`config.mk`:
```
export PLATFORM = sky130hd
export DESIGN_NAME = axis_width_packer
export DESIGN_NICKNAME = d
export VERILOG_FILES = /design/src/rtl/axis_width_packer.sv
export SDC_FILE = /design/constraint.sdc
export NUM_CORES = 1
export LEC_CHECK = 0
export CAP_MARGIN = 30
export CORE_MARGIN = 10
export CORE_UTILIZATION = 39
export CTS_BUF_LIST = sky130_fd_sc_hd__clkbuf_8
export CTS_CLUSTER_DIAMETER = 30
export DETAILED_ROUTE_END_ITERATION = 10
export PLACE_DENSITY = 0.66
export SYNTH_ARGS = -nofsm -noshare
export SYNTH_HDL_FRONTEND = slang
export SYNTH_SLANG_ARGS = --single-unit
export TNS_END_PERCENT = 100
```
`constraint.sdc`:
```
create_clock -name clk -period 3.59 [get_ports clk]
set_input_delay 0.718 -clock clk [delete_from_list [all_inputs] [get_ports clk]]
set_output_delay 0.718 -clock clk [all_outputs]
set_load 0.01 [all_outputs]
```
`src/rtl/axis_width_packer.sv`:
```
// AXI-Stream narrow-to-wide packer: folds WIDTH_N beats into WIDTH_W words
// in low-lane, high-lane, little-endian-pair or big-endian-pair mode.
module axis_width_packer #(
  parameter int unsigned WIDTH_N = 32,
  parameter int unsigned WIDTH_W = 64
) (
  input  logic               clk,
  input  logic               rst,
  input  logic [1:0]         cfg,
  input  logic [WIDTH_N-1:0] p_axis_data,
  input  logic               p_axis_valid,
  input  logic               p_axis_last,
  output logic               p_axis_ready,
  output logic [WIDTH_W-1:0] s_axis_data,
  output logic               s_axis_valid,
  output logic               s_axis_last,
  output logic [1:0]         s_axis_keep,
  input  logic               s_axis_ready,
  output logic               pair_pending
);

  generate
    if (WIDTH_W != 2 * WIDTH_N) begin : g_width_check
      $error("axis_width_packer: WIDTH_W must equal 2*WIDTH_N");
    end
  endgenerate

  localparam logic [1:0] CFG_LSB = 2'b00;
  localparam logic [1:0] CFG_MSB = 2'b01;

  typedef enum logic [1:0] {
    IDLE = 2'b00,
    HALF = 2'b01
  } state_t;

  state_t             state;
  state_t             state_nxt;
  logic [WIDTH_N-1:0] acc;
  logic               acc_be;

  logic               in_hs;
  logic               out_hs;
  logic               load_c;
  logic [WIDTH_W-1:0] ld_data_c;
  logic [1:0]         ld_keep_c;
  logic               ld_last_c;
  logic               acc_ld_c;

  assign p_axis_ready = !s_axis_valid || s_axis_ready;
  assign in_hs        = p_axis_valid && p_axis_ready;
  assign out_hs       = s_axis_valid && s_axis_ready;
  assign pair_pending = (state == HALF);

  // State register
  always_ff @(posedge clk or posedge rst) begin
    if (rst) state <= IDLE;
    else     state <= state_nxt;
  end

  // Next-state and output-register load decode
  always_comb begin
    state_nxt = state;
    load_c    = 1'b0;
    ld_data_c = '0;
    ld_keep_c = 2'b00;
    ld_last_c = 1'b0;
    acc_ld_c  = 1'b0;
    case (state)
      IDLE: begin
        if (in_hs) begin
          case (cfg)
            CFG_LSB: begin
              load_c    = 1'b1;
              ld_data_c = {{WIDTH_N{1'b0}}, p_axis_data};
              ld_keep_c = 2'b01;
              ld_last_c = p_axis_last;
            end
            CFG_MSB: begin
              load_c    = 1'b1;
              ld_data_c = {p_axis_data, {WIDTH_N{1'b0}}};
              ld_keep_c = 2'b10;
              ld_last_c = p_axis_last;
            end
            default: begin
              if (p_axis_last) begin
                // Odd tail of a pair stream goes out alone in its natural lane
                load_c    = 1'b1;
                ld_last_c = 1'b1;
                if (cfg[0]) begin
                  ld_data_c = {p_axis_data, {WIDTH_N{1'b0}}};
                  ld_keep_c = 2'b10;
                end else begin
                  ld_data_c = {{WIDTH_N{1'b0}}, p_axis_data};
                  ld_keep_c = 2'b01;
                end
              end else begin
                acc_ld_c  = 1'b1;
                state_nxt = HALF;
              end
            end
          endcase
        end
      end
      HALF: begin
        if (in_hs) begin
          state_nxt = IDLE;
          load_c    = 1'b1;
          ld_keep_c = 2'b11;
          ld_last_c = p_axis_last;
          ld_data_c = acc_be ? {acc, p_axis_data} : {p_axis_data, acc};
        end
      end
      default: state_nxt = IDLE;
    endcase
  end

  // First-half accumulator and the pair order latched with it
  always_ff @(posedge clk or posedge rst) begin
    if (rst) begin
      acc    <= '0;
      acc_be <= 1'b0;
    end else if (acc_ld_c) begin
      acc    <= p_axis_data;
      acc_be <= cfg[0];
    end
  end

  // Output register; a load only happens when the slot is free or draining
  always_ff @(posedge clk or posedge rst) begin
    if (rst) begin
      s_axis_valid <= 1'b0;
      s_axis_data  <= '0;
      s_axis_keep  <= 2'b00;
      s_axis_last  <= 1'b0;
    end else if (load_c) begin
      s_axis_valid <= 1'b1;
      s_axis_data  <= ld_data_c;
      s_axis_keep  <= ld_keep_c;
      s_axis_last  <= ld_last_c;
    end else if (out_hs) begin
      s_axis_valid <= 1'b0;
    end
  end

endmodule

```
**Yosys cells after proc, flatten, opt, wreduce, memory -nomap -nowiden**

Index checks and enable logic that the tools add are counted.
Widths: inputs -> output; s select.

- Flip-flop bits (word level): 103
- Input port bits: 39
- Output and inout bits: 70
- Word-level logic and storage cells: 55

- Equality and inequality tests: 6
- Mux-type cells: 33
- Reductions and logical operators: 9

Operators by type and width:

| kind | number |
|---|---|
| $mux 64 | 5 |
| $pmux 64 s2 | 2 |
| $mux 2 | 8 |
| $mux 1 | 13 |
| $pmux 2 s2 | 3 |
| $ne 2x2->1 const B | 3 |
| $eq 2x1->1 const B | 2 |
| $logic_not 2->1 | 2 |
| $pmux 1 s2 | 2 |
| $reduce_and 4->1 | 1 |
| $logic_and 1x1->1 | 2 |
| $ne 2x1->1 const B | 1 |
| $reduce_bool 2->1 | 1 |
| $reduce_or 2->1 | 1 |
| $logic_not 1->1 | 1 |
| $logic_or 1x1->1 | 1 |

**Depth between registers and ports, before layout**

- Word-level depth: 6
- Mapped depth: 7
- Mapped depth without buffers: 4

**Least setup slack after synthesis**

No wires, ideal clock.

- Path type: input-to-reg
- From: in s_axis_ready
- To: reg acc[10]
- Library setup time: 125 ps
- Arrival time: 1,773 ps
- Required time: 3,465 ps
- Slack: 1,692 ps
- Stages on the path: 7
- Buffers on the path: 3
- Cells stage by stage: nand2b_1 buf_6 and2_4 buf_8 nand2_8 buf_12 mux2_4

- Word-level cells in the longest chain between the ends: 4

Ends and longest elaborated chain:

| element | line | text |
|---|---|---|
| from (decl) | 18 | `input logic s_axis_ready,` |
| $logic_or 1x1->1 | 49 | `assign p_axis_ready = !s_axis_valid \|\| s_axis_ready;` |
| net p_axis_ready | 13 | `output logic p_axis_ready,` |
| $logic_and 1x1->1 | 50 | `assign in_hs = p_axis_valid && p_axis_ready;` |
| $mux 1 | 70 | `if (in_hs) begin` |
| $mux 1 | 68 | `case (state)` |
| to (signal assigned) | 123 | `acc <= p_axis_data;` |
| to (decl) | 38 | `logic [WIDTH_N-1:0] acc;` |

The timed path passes the listed nets, and every way through them passes these cells.
A chain may end at the register's enable or synchronous reset.

**Worst setup path in the final report**

- From: in s_axis_ready
- To: out p_axis_ready

- Word-level cells in the longest chain between the ends: 1

Ends and longest elaborated chain:

| element | line |
|---|---|
| $logic_or 1x1->1 | 49 |
| to (decl) | 13 |

Every way passes these cells.

==> summary.txt <==
Route
  • Met2 wire length: 5.749 mm
  • Routed WL per cell: between 15 and 20 um
  • Drt initial violations: between 200 and 250
  • Detail Route Antenna Nets: 0
  • Met3 Wirelength: 842 um
  • Vias per cell: between 5 and 6
  • Via count: between 3k and 4k
  • Met1 WL: slightly below 6 mm
  • Residual DRC: 0
  • Highest Signal Layer: met4
  • First-pass iteration count of the detailed router: 4
  • WL final: around 13 mm

Global route
  • GR Util All Layers: roughly 14%
  • Initial antenna violation count: 0
  • Global-route wire length before repair: 20.87 mm
  • Largest net degree at the start of global routing: 69
  • Grt ovf: 0
  • Vias in the first global route: roughly 4k

Finish
  • Ant. Diodes: 0
  • Final nets: just under 600
  • Fraction of layout cells with a size suffix above 1: between 10% and 20%
  • Area growth syn-to-layout: 25.81%
  • Filler cells: between 1k and 1.5k

Clock network
  • CTS Hold Buffers Added: 0
  • Post-CTS resize count: 0
  • Clock Sinks: just over 100
  • Post-CTS setup buffers: 0
  • Root Buffer: clkbuf_8
  • Clock transition at the registers of the reported paths: ~0.09 ns
  • Inserted Clock Buffers: 9
  • Worst-Skew Late Latency: ~0.38 ns
  • CTS tree: built
  • Clk buf depth: 2
  • H-tree depth: 3

STA
  • Max-slew violation count: 0
  • Pin slew with the least headroom to its limit: 0.6101 ns
  • Final hold viol count: 0
  • Setup TNS: 0 ns
  • Fmax: 0.3659 GHz
  • Slew HR: a little under 60%
  • Hold WS: approximately 0.53 ns
  • Period utilization: roughly three quarters
  • Final min period: 2.733 ns
  • Setup violators final: 0
  • Skew final: approximately 0.012 ns
  • RSZ-0062 raised after global routing: false

Yosys
  • Top_reg_cell synth: dfrtp_1
  • #FFs+latches synth: roughly 100
  • Syn Area/Cell: between 10 and 15 um2
  • Asr flop ratio synth: between 90% and 100%
  • EDFF count, synth: 0
  • Mapped Area: between 5000 and 6000 um2
  • Synth cell types: 30
  • Yosys warnings: 0
  • Largest cells by area after synthesis: dfrtp_1 49%, mux2i_1 12%, a2bb2oi_1 11%, mux2_4 8.3%, a21oi_1 6.2%
  • Area leader, netlist: dfrtp_1
  • Register area share after synthesis: 48.71%
  • Synth Instances: ~460
  • Top cell type's share of synthesized area: between 40 and 50%
  • Post-Syn Nets: 494

Setup path
  • CP required: between 2 and 3 ns
  • Crit. End Element: primary output
  • Crit path from: s_axis_ready
  • Highest net fanout along the worst path: 7
  • Worst r2r src: state[0]
  • Setup CP Type: in -> out
  • Worst Reg-to-Reg Cells: 4
  • CP Launch Type: input pin
  • CP arrival: a little over 2 ns

Hold path
  • Hold depth: 2
  • Worst hold path type: reg -> reg
  • Hold Path Origin: s_axis_data[17]

Pwr
  • P_sw: ~0.0012 W
  • Int Pwr: about 0.0025 W
  • Leak: about 2.9 nW
  • Gate power share: a little under two fifths
  • Clk pwr share: 18.1%
  • VDD IR max: 0.2299 mV
  • PD cells: approximately 570 nW/um2
  • Net Sw Frac: between 30% and 40%
  • Flop pwr share: 44.3%

Job
  • Max-Cap Viols: 0

Floorplanning
  • Initial Utilization: 39.73%
  • Num ports: ~110
  • Die Y: about 140 um
  • Die area: 18470 um2
  • Die W: roughly 140 um
  • Core box area: around 13000 um2
  • Site Rows: 42

Placement
  • Placer Congestion: 0.7579
  • PortBufs: 108
  • Dpl hpwl: about 8 mm

Run status
  • Status: completed
flip-flops by register name, summed over array words and instances (netlist names):
register	count
s_axis_valid	1
s_axis_keep	2
s_axis_data	64
state	1
acc	32
s_axis_last	1
acc_be	1
cells in the final DEF, fill, tap and decap left out, types with 3 or more instances in the layout:
master and n:
mux2i_1 64, clkdlybuf4s50_1 108, clkinvlp_4 3, a21oi_1 65
mux2_4 29, buf_12 3, dfrtp_1 101, nor2_1 68
clkbuf_8 9, nand2_1 3, a2bb2oi_1 64, buf_4 3
mux2_2 5
worst max-delay path, cell delays in order:
cell and delay [ns]:
clkdlybuf4s50_1 0.45, nand2b_1 0.25, clkdlybuf4s50_1 0.60
per-layer routing:
| layer | global-route usage [%] | up-vias |
|---|---|---|
| met2 | 21.41 | 90 |
| li1 | - | 1831 |
| met3 | 4.391 | 14 |
| met1 | 17.75 | 1904 |
| met5 | 0 | - |
| met4 | 5.562 | 0 |
cell families (layout without fill, tap and decap cells):
group,Yosys count,after routing,share of synthesized area [%]
AO/OA/AOI/OAI,134,134,17.65
flip-flops,102,102,48.71
multiplexers,98,98,21.61
AND/OR/NAND/NOR,81,81,7.020
buffers and inverters,40,132,5.014
power by group through the flow:
stage | combinational (W) | clock, W | sequential (W)
floorplan | 0.000864 | 0 | 0.00167
global placement | 0.00133 | 0 | 0.00172
detailed placement | 0.00143 | 0 | 0.00169
CTS | 0.00143 | 0.000701 | 0.00167
global route | 0.00153 | 0.000742 | 0.00171
finish | 0.00141 | 0.000681 | 0.00166
cell type report:
type / instances / area [um2] / area share (%)
Clock inverter: 7 / 50.05 / 0.7592
Timing Repair Buffer: 115 / 1191 / 18.07
Tap cell: 176 / 220.2 / 3.340
Inverter: 1 / 6.256 / 0.09489
Multi-Input combinational cell: 313 / 2445 / 37.08
Sequential cell: 102 / 2556 / 38.77
Clock buffer: 9 / 123.9 / 1.879
path summary, 6_finish.rpt:
check	to	slack [ns]
min reg2reg	s_axis_data[17]	0.53
max reg2reg	s_axis_data[40]	1.79
max in group asynchronous	s_axis_data[33]	2.11
min in group asynchronous	s_axis_valid	0.76
max	p_axis_ready	0.86
min	s_axis_data[17]	0.53
cell usage after synthesis, types with 2 or more instances:
library cell	count
nand2_1	3
nor2_1	68
mux2i_1	64
dfrtp_1	102
buf_12	3
buf_2	30
o22a_1	2
a21oi_1	65
mux2_4	29
clkbuf_1	2
mux2_2	5
a2bb2oi_1	64
per-stage QoR:
| stage | cells | util, % | power (W) | worst slack [ns] | cell area (um2) |
|---|---|---|---|---|---|
| floorplan | 455 | - | 0.002533 | 0.1965 | 5240 |
| global placement | 706 | 48.45 | 0.003051 | 0.8738 | 6391 |
| detailed placement | 707 | 48.66 | 0.003111 | 0.8507 | 6419 |
| CTS | 723 | 49.98 | 0.003801 | 0.8418 | 6593 |
| global route | 723 | 49.98 | 0.003983 | 0.7632 | 6593 |
| finish | 723 | 49.98 | 0.003753 | 0.8569 | 6593 |
Note: power is estimated with default switching activity, not from simulation.
